## src/rtl/bcd_time_keeper.sv

```systemverilog
// bcd_time_keeper: HH:MM:SS time-of-day core with six BCD digits.
// The 1 Hz tick advances the time with full carry. Per-field set keys step
// a single field with local wrap and no carry: one step on press, one more
// after HOLD_CYCLES of holding, then one every REPEAT_CYCLES until release.
// The change output pulses for exactly the cycles in which the digits change.
module bcd_time_keeper #(
    parameter int HOLD_CYCLES   = 25000000,
    parameter int REPEAT_CYCLES = 5000000
) (
    input  logic       CLOCK_50,
    input  logic       reset,
    input  logic       one_sec,
    input  logic       inc_sec_p,
    input  logic       inc_min_p,
    input  logic       inc_hr_p,
    input  logic       inc_sec_r,
    input  logic       inc_min_r,
    input  logic       inc_hr_r,
    output logic [3:0] sec_l,
    output logic [3:0] sec_h,
    output logic [3:0] min_l,
    output logic [3:0] min_h,
    output logic [3:0] hr_l,
    output logic [3:0] hr_h,
    output logic       change,
    output logic [1:0] state
);

    typedef enum logic [1:0] {RUN = 2'd0, HOLD = 2'd1, REPEAT = 2'd2} state_t;
    typedef enum logic [1:0] {FLD_NONE = 2'd0, FLD_SEC = 2'd1, FLD_MIN = 2'd2, FLD_HR = 2'd3} field_t;

    localparam int CNT_W = 25;
    localparam logic [CNT_W-1:0] HOLD_LAST   = CNT_W'(HOLD_CYCLES - 1);
    localparam logic [CNT_W-1:0] REPEAT_LAST = CNT_W'(REPEAT_CYCLES - 1);

    // Two-digit BCD increment over 00..59; result is {carry, tens, units}.
    function automatic logic [8:0] inc_bcd59(input logic [7:0] v);
        if (v[3:0] != 4'd9)
            return {1'b0, v[7:4], v[3:0] + 4'd1};
        else if (v[7:4] != 4'd5)
            return {1'b0, v[7:4] + 4'd1, 4'd0};
        else
            return {1'b1, 8'h00};
    endfunction

    // Two-digit BCD increment over 00..23 (wraps 23 -> 00).
    function automatic logic [7:0] inc_bcd23(input logic [7:0] v);
        if (v == 8'h23)
            return 8'h00;
        else if (v[3:0] == 4'd9)
            return {v[7:4] + 4'd1, 4'd0};
        else
            return {v[7:4], v[3:0] + 4'd1};
    endfunction

    state_t           state_q, state_d;
    field_t           fld_q, fld_d;
    logic [CNT_W-1:0] cnt_q, cnt_d;
    logic [7:0]       sec_q, sec_d, min_q, min_d, hr_q, hr_d;
    logic             change_q, change_d;

    field_t     press_fld;
    logic       rel_hit;
    logic       step_en;
    logic       tick_en;
    field_t     step_fld;
    logic [8:0] sec_inc, min_inc;
    logic [7:0] hr_inc;

    // Next-state: key FSM, hold/repeat counter, and digit update.
    always_comb begin
        state_d  = state_q;
        fld_d    = fld_q;
        cnt_d    = cnt_q;
        sec_d    = sec_q;
        min_d    = min_q;
        hr_d     = hr_q;
        change_d = 1'b0;
        step_en  = 1'b0;
        tick_en  = 1'b0;
        step_fld = fld_q;

        // Simultaneous presses: hours win over minutes over seconds.
        if (inc_hr_p)       press_fld = FLD_HR;
        else if (inc_min_p) press_fld = FLD_MIN;
        else if (inc_sec_p) press_fld = FLD_SEC;
        else                press_fld = FLD_NONE;

        rel_hit = (fld_q == FLD_SEC && inc_sec_r) ||
                  (fld_q == FLD_MIN && inc_min_r) ||
                  (fld_q == FLD_HR  && inc_hr_r);

        case (state_q)
            RUN: begin
                if (press_fld != FLD_NONE) begin
                    step_en  = 1'b1;
                    step_fld = press_fld;
                    fld_d    = press_fld;
                    cnt_d    = '0;
                    state_d  = HOLD;
                end else if (one_sec) begin
                    tick_en = 1'b1;
                end
            end
            HOLD: begin
                if (cnt_q == HOLD_LAST) begin
                    step_en = 1'b1;
                    cnt_d   = '0;
                    state_d = REPEAT;
                end else begin
                    cnt_d = cnt_q + 1'b1;
                end
                // A due step still lands in the release cycle.
                if (rel_hit) begin
                    state_d = RUN;
                    cnt_d   = '0;
                end
            end
            REPEAT: begin
                if (cnt_q == REPEAT_LAST) begin
                    step_en = 1'b1;
                    cnt_d   = '0;
                end else begin
                    cnt_d = cnt_q + 1'b1;
                end
                if (rel_hit) begin
                    state_d = RUN;
                    cnt_d   = '0;
                end
            end
            default: begin
                state_d = RUN;
                fld_d   = FLD_NONE;
                cnt_d   = '0;
            end
        endcase

        sec_inc = inc_bcd59(sec_q);
        min_inc = inc_bcd59(min_q);
        hr_inc  = inc_bcd23(hr_q);

        // Tick carries across fields; a key step never carries.
        if (tick_en) begin
            change_d = 1'b1;
            sec_d    = sec_inc[7:0];
            if (sec_inc[8]) begin
                min_d = min_inc[7:0];
                if (min_inc[8])
                    hr_d = hr_inc;
            end
        end

        if (step_en) begin
            case (step_fld)
                FLD_SEC: begin sec_d = sec_inc[7:0]; change_d = 1'b1; end
                FLD_MIN: begin min_d = min_inc[7:0]; change_d = 1'b1; end
                FLD_HR:  begin hr_d  = hr_inc;       change_d = 1'b1; end
                default: ;
            endcase
        end
    end

    // State and digit registers; reset overrides every other input.
    always_ff @(posedge CLOCK_50) begin
        if (reset) begin
            state_q  <= RUN;
            fld_q    <= FLD_NONE;
            cnt_q    <= '0;
            sec_q    <= 8'h00;
            min_q    <= 8'h00;
            hr_q     <= 8'h00;
            change_q <= 1'b0;
        end else begin
            state_q  <= state_d;
            fld_q    <= fld_d;
            cnt_q    <= cnt_d;
            sec_q    <= sec_d;
            min_q    <= min_d;
            hr_q     <= hr_d;
            change_q <= change_d;
        end
    end

    assign sec_l  = sec_q[3:0];
    assign sec_h  = sec_q[7:4];
    assign min_l  = min_q[3:0];
    assign min_h  = min_q[7:4];
    assign hr_l   = hr_q[3:0];
    assign hr_h   = hr_q[7:4];
    assign change = change_q;
    assign state  = state_q;

endmodule
```

## config.mk

```make
export PLATFORM = sky130hd
export DESIGN_NAME = bcd_time_keeper
export DESIGN_NICKNAME = d
export VERILOG_FILES = /design/src/rtl/bcd_time_keeper.sv
export SDC_FILE = /design/constraint.sdc
export NUM_CORES = 1
export LEC_CHECK = 0
export BUFFER_PORTS_ARGS = -buffer_cell sky130_fd_sc_hd__buf_4
export CORE_AREA = 2 2 96 98
export DETAILED_ROUTE_END_ITERATION = 10
export DIE_AREA = 0 0 98 100
export MAX_ROUTING_LAYER = met4
export SLEW_MARGIN = 20
export SYNTH_ARGS = -nofsm -noshare
export SYNTH_HDL_FRONTEND = slang
export SYNTH_SLANG_ARGS = --single-unit
```

## constraint.sdc

```tcl
create_clock -name CLOCK_50 -period 3.5 [get_ports CLOCK_50]
set_input_delay 0.7 -clock CLOCK_50 [delete_from_list [all_inputs] [get_ports CLOCK_50]]
set_output_delay 0.7 -clock CLOCK_50 [all_outputs]
set_load 0.01 [all_outputs]
```

==> results of run 1 <==
synthesized netlist by cell type, types with 8 or more instances:
library cell  number
dfxtp_1           54
nor2_1            53
nand2_1           22
a21oi_1           21
inv_1             20
nand3_1           17
xnor2_1           12
xor2_1            12
ha_1               9
o21ai_0            9
nand4_1            8
cell families (layout without fill, tap and decap cells):
logic type	after synthesis	count (layout)	share of synthesized area, %
DFF	54	54	35.8
adders and majority gates	9	9	3.73
AOI/OAI and AO/OA	76	76	18.2
xor gates and xnor gates	24	24	6.96
buffers and inverters	29	64	3.69
muxes	8	8	2.86
and+or+nand+nor	160	160	28.8
sequential cells by signal (all words and copies together) (netlist names):
register	cells
fld_q	2
state	2
sec_q	8
cnt_q	25
min_q	8
change	1
hr_q	8
critical path, delay by kind of cell (launching register included):
kind	cells	cell delay (ps)
flops	1	370
simple gates	5	1430
buf+inv	2	300
fa+ha+maj	1	350
compound gates	1	170
per-stage QoR:
step / hold slack (ps) / util, % / setup WS (ps) / instance area, µm²
2_1_floorplan: 444 / - / 897 / 3020
3_3_place_gp: 468 / 38.2 / 786 / 3400
3_5_place_dp: 478 / 38.2 / 739 / 3400
4_1_cts: 491 / 39.5 / 783 / 3510
5_1_grt: 518 / 39.5 / 616 / 3510
6_report: 500 / 39.5 / 816 / 3510
where the power goes:
part	internal (mW)	total [mW]	switching, mW
sequential	0.662	0.726	0.0646
combinational	0.205	0.496	0.291
clock	0.229	0.435	0.206
total	1.10	1.66	0.562
placed cells by master, fill, tap and decap left out, types with 4 or more instances in the layout:
cell type,synthesis,layout
dfxtp_1,54,54
nand2_1,22,22
o31ai_1,4,4
nor2b_1,7,7
xor2_1,12,12
o2111ai_1,4,4
buf_4,0,37
a21oi_1,21,21
or4_1,5,5
nor4_1,4,4
nand3_1,17,17
inv_1,20,20
nor2_1,53,53
nor3_1,7,7
and3_1,4,4
xnor2_1,12,12
clkbuf_8,0,6
ha_1,9,9
o21ai_0,9,9
nand2b_1,6,6
nand4_1,8,8
layout make-up:
type	instances	area, µm²
Clock buffer	6	82.6
Clock inverter	1	30.0
Fill cell	915	5380
Inverter	20	75.1
Multi-Input combinational cell	277	1830
Sequential cell	54	1080
Tap cell	111	139
Timing Repair Buffer	37	278
per-layer routing:
layer	vias up	global-route usage (%)	wire length, µm
met3	7	2.79	192
met1	1239	17.8	3180
met5	-	-	0
met2	35	25.4	3280
met4	0	3.42	58
li1	1362	-	-
final timing paths:
| kind | slack (ps) | depth (start not counted) | to | from |
|---|---|---|---|---|
| worst min-delay path | 500 | 2 | cnt_q[1] | cnt_q[1] |
| worst max-delay path | 820 | 9 | min_q[3] | state[1] |
| worst max register to register | 820 | 9 | min_q[3] | state[1] |
| worst min register to register | 500 | 2 | cnt_q[1] | cnt_q[1] |
==> flow_summary.toml, run 1 <==
[status]
status = "finished clean"

[route]
ant_nets = 0
routed_wl_um = 6710
first_pass_iters = 4
routed_via_density = 5.22
wl_per_cell_um = 13.3
vias = 2643
dr.first_iter.drc_count = 49
drc = 0

[final_layout]
drive_gt1_share_pct = 16.2
final_nets = 413
area_delta_synth_final_pct = 16.3
stdcell_count = 506
diodes = 0

[clocking]
ctsHoldBuffers = 0
cts.clk_slew.worst_paths_ps = 100
cts_resized = 0
root_buffer = "clkbuf_8"
cts_max_path_buffers = 2
cts_tree = "yes"
htree_num_levels = 2
cts_buffers = 5
numClockSinks = 54
clk_latency_ps = 310
cts_setup_buffers = 0

[timing]
skew_ps = 9.31
min_period_ps = 2680
grt_setup_unrepaired = "no"
finalHoldViolCount = 0
slew_headroom_pct = 36.9
worst_pin_slew_ps = 937
finalSetupViolCount = 0
post-route-period-util_pct = 76.7
slew_violations = 0
tns_ps = 0
timing.fmax_mhz = 373

[logic_synthesis]
yosysSeqAreaShare_pct = 35.8
synth_top_cell_by_area = "dfxtp_1"
synth_area_um2 = 3020
synth_cells = 360
synth_cell_types = 64
syn_area_per_cell_um2 = 8.39
async_reset_ff_share_pct = 0
netlist_top_cells_area = "dfxtp_1 36%, nor2_1 6.6%, ha_1 3.7%"
synth_edf_count = 0
yosys_warnings = 0
synth-main-ff-cell = "dfxtp_1"
synth-seq-cells = 54
synth_fp_nets = 378
yosys.area.top_type_share_pct = 35.8

[worst_setup_path]
slowest_delay_ps = 510
cp-start-kind = "flop"
crit_arrival_ps = 2920
crit_fanout = 12
crit_path_end_kind = "flop"
critPathKind = "reg -> reg"
critPathSlowestCell = "or4_1"
required_ps = 3740
cp_cell_sequence = "inv_1 > ha_1 > nor4b_4 > nand2_2 > nor4_4 > buf_4 > nor2_1 > or4_1 > a31oi_1"

[die]
top_level_ports = 36
start_util_pct = 34.0
dieArea_um2 = 9800
num_rows = 35
core_um2 = 8890
die_w_um = 98
die_h_um = 100

[global_routing]
grt_remaining_overflow = 0
grt_pass1_vias = 2560
grt_pass1_wl_um = 11800
grt_usage_pct = 14.7
antenna_found_initial = 0
grt_start_max_net_pins = 37

[place]
numPortBuffers = 35
place.gp.congestion = 0.893
hpwl_um = 4940
place_inst = 499

[pwr]
ir_drop_mv = 0.197
leakage_nw = 1.21
p_total_mw = 1.66
powerDensity_nw_per_um2 = 472

[job]
maxCapViolCount = 0

[hold_path]
worstHoldPathType = "reg -> reg"
Note: power is estimated with default switching activity, not from simulation.
==> run 2, diff against run 1 <==
==> constraint.sdc (replaced) <==
create_clock -name CLOCK_50 -period 2.3 [get_ports CLOCK_50]
set_input_delay 0.46 -clock CLOCK_50 [delete_from_list [all_inputs] [get_ports CLOCK_50]]
set_output_delay 0.46 -clock CLOCK_50 [all_outputs]
set_load 0.01 [all_outputs]
==> run 2 against run 1 <==
Final cell count rose by 11%. Design area rose by 16%. Flip-flop and latch count did not move. Clock power rose by 18%. Routed wire length rose by 15%. First-iteration DRC count rose by 16%. Combinational power rose by 110%. Critical path type unchanged.
==> flow_summary.toml, run 2 (synthesis results as in run 1) <==
[clocking]
clk_latency_ps = 300
htree_num_levels = 2
cts_tree = "yes"
root_buffer = "clkbuf_8"
cts_max_path_buffers = 2
cts.clk_slew.worst_paths_ps = 100
numClockSinks = 54
cts_buffers = 5

[final_layout]
fin_util_pct = 45.9
final_common_cell = "buf_4"
diodes = 0
area_delta_synth_final_pct = 35.2
largest_register = "cnt_q"
largest_reg_flops = 25
drive_gt1_share_pct = 30.9
final_nets = 468
final_cell_mix = "85 x buf_4, 53 x nor2_1, 51 x dfxtp_1"
fillers = 895

[global_routing]
grt_pass1_vias = 2844
gr-usage-met1_pct = 18.6
grt_start_max_net_pins = 37
grt_remaining_overflow = 0
antenna_found_initial = 0
grt_most_used_layer = "met2"
met2_usage_pct = 27.7
grt_pass1_wl_um = 12500
use_met3_pct = 2.37
grt_usage_pct = 15.5

[route]
routed_wl_um = 7710
ant_nets = 0
wl_per_cell_um = 13.8
drc = 0
dr.first_iter.drc_count = 57
routed_via_density = 5.24
first_pass_iters = 4
vias = 2942

[timing]
finalHoldViolCount = 0
timing.fmax_mhz = 435
grt_setup_unrepaired = "yes"
skew_ps = 10.2
finalSetupViolCount = 0
min_period_ps = 2300
tns_ps = 0
holdWs_ps = 464
slew_headroom_pct = 67.9
slew_violations = 0
worst_pin_slew_ps = 477
layout_setup_ws_ps = 2.30
post-route-period-util_pct = 99.9

[place]
numPortBuffers = 35
hpwl_um = 5530
place.gp.congestion = 0.912
place_ws_ps = -128

[pwr]
pwr-share-comb_pct = 38.8
power_switching_mw = 0.936
ir_drop_mv = 0.265
clkPwrFrac_pct = 19.6
p_seq_share_pct = 41.6
power.share.switching_pct = 35.7
p_total_mw = 2.62
power.internal_mw = 1.69
powerDensity_nw_per_um2 = 643
leakage_nw = 1.53

[job]
maxCapViolCount = 0

[die]
top_level_ports = 36
die_w_um = 98
die_h_um = 100
start_util_pct = 34.0
dieArea_um2 = 9800
core_um2 = 8890
num_rows = 35

[hold_path]
min-delay-start = "one_sec"
hold_path_end = "change"
hold_depth = 3
worstHoldPathType = "in -> reg"

[worst_setup_path]
critPathKind = "reg -> reg"
regToRegStartpoint = "cnt_q[16]"
crit_fanout = 3
cp-start-kind = "flop"
required_ps = 2500
crit_path_end_kind = "flop"
worstReg2RegEnd = "hr_q[6]"
crit_arrival_ps = 2500
r2r_slack_ps = 2
rr_worst_depth = 6

[status]
status = "finished clean"
## run 2: repair_timing
item / CTS / global route
resized for setup: 8 / 23
hold buffers: 0 / 0
setup endpoints to repair: 11 / 44
cloned: 0 / 1
pin swaps: 8 / 15
buffers inserted: 4 / 5
## run 2: how the worst max path moves through the flow
stage	start	end	slack, ps	depth (start not counted)
2_1_floorplan	state[0]	hr_q[6]	4	8
6_report	cnt_q[16]	hr_q[6]	2	6
5_1_grt	cnt_q[16]	min_q[7]	-90	7
3_3_place_gp	cnt_q[1]	sec_q[3]	-50	7
4_1_cts	cnt_q[0]	min_q[7]	-20	8
3_5_place_dp	cnt_q[1]	sec_q[3]	-130	7
## run 2: power groups by stage
stage	Sequential [mW]	Clock, mW	Combinational [mW]
floorplan	1.12	0	0.542
global placement	1.11	0	0.920
detailed placement	1.11	0	0.934
CTS	1.09	0.536	0.947
global route	1.11	0.557	1.12
finish	1.09	0.515	1.02
## run 2: cell type report
class	count	area [µm²]	area share (%)
Clock inverter	1	7.51	0.184
Inverter	20	75.1	1.84
Clock buffer	6	72.6	1.78
Sequential cell	54	1080	26.6
Timing Repair Buffer	92	739	18.1
Tap cell	111	139	3.40
Multi-Input combinational cell	277	1960	48.1
## run 2: worst max-delay path, stage by stage, from the launching register on
cell	delay (ps)
dfxtp_1	320
or2_1	230
or4_4	560
nor3_4	280
o31ai_4	120
a2111oi_4	380
mux2_4	320
## run 2: metrics by stage
stage                     instances  instance area [µm²]
after floorplan                 360                 3050
after CTS                       555                 3930
final                           561                 4080
after detailed placement        544                 3780
after global routing            561                 4080
after global placement          544                 3780
## run 2: routing by layer
| metal | part of all wire (%) | wire length, µm | vias to the layer above |
|---|---|---|---|
| met5 | 0 | 0 | - |
| met4 | 1.1 | 85 | 0 |
| met3 | 2.6 | 201 | 8 |
| met2 | 50 | 3840 | 45 |
| met1 | 46 | 3580 | 1406 |
| li1 | - | - | 1483 |
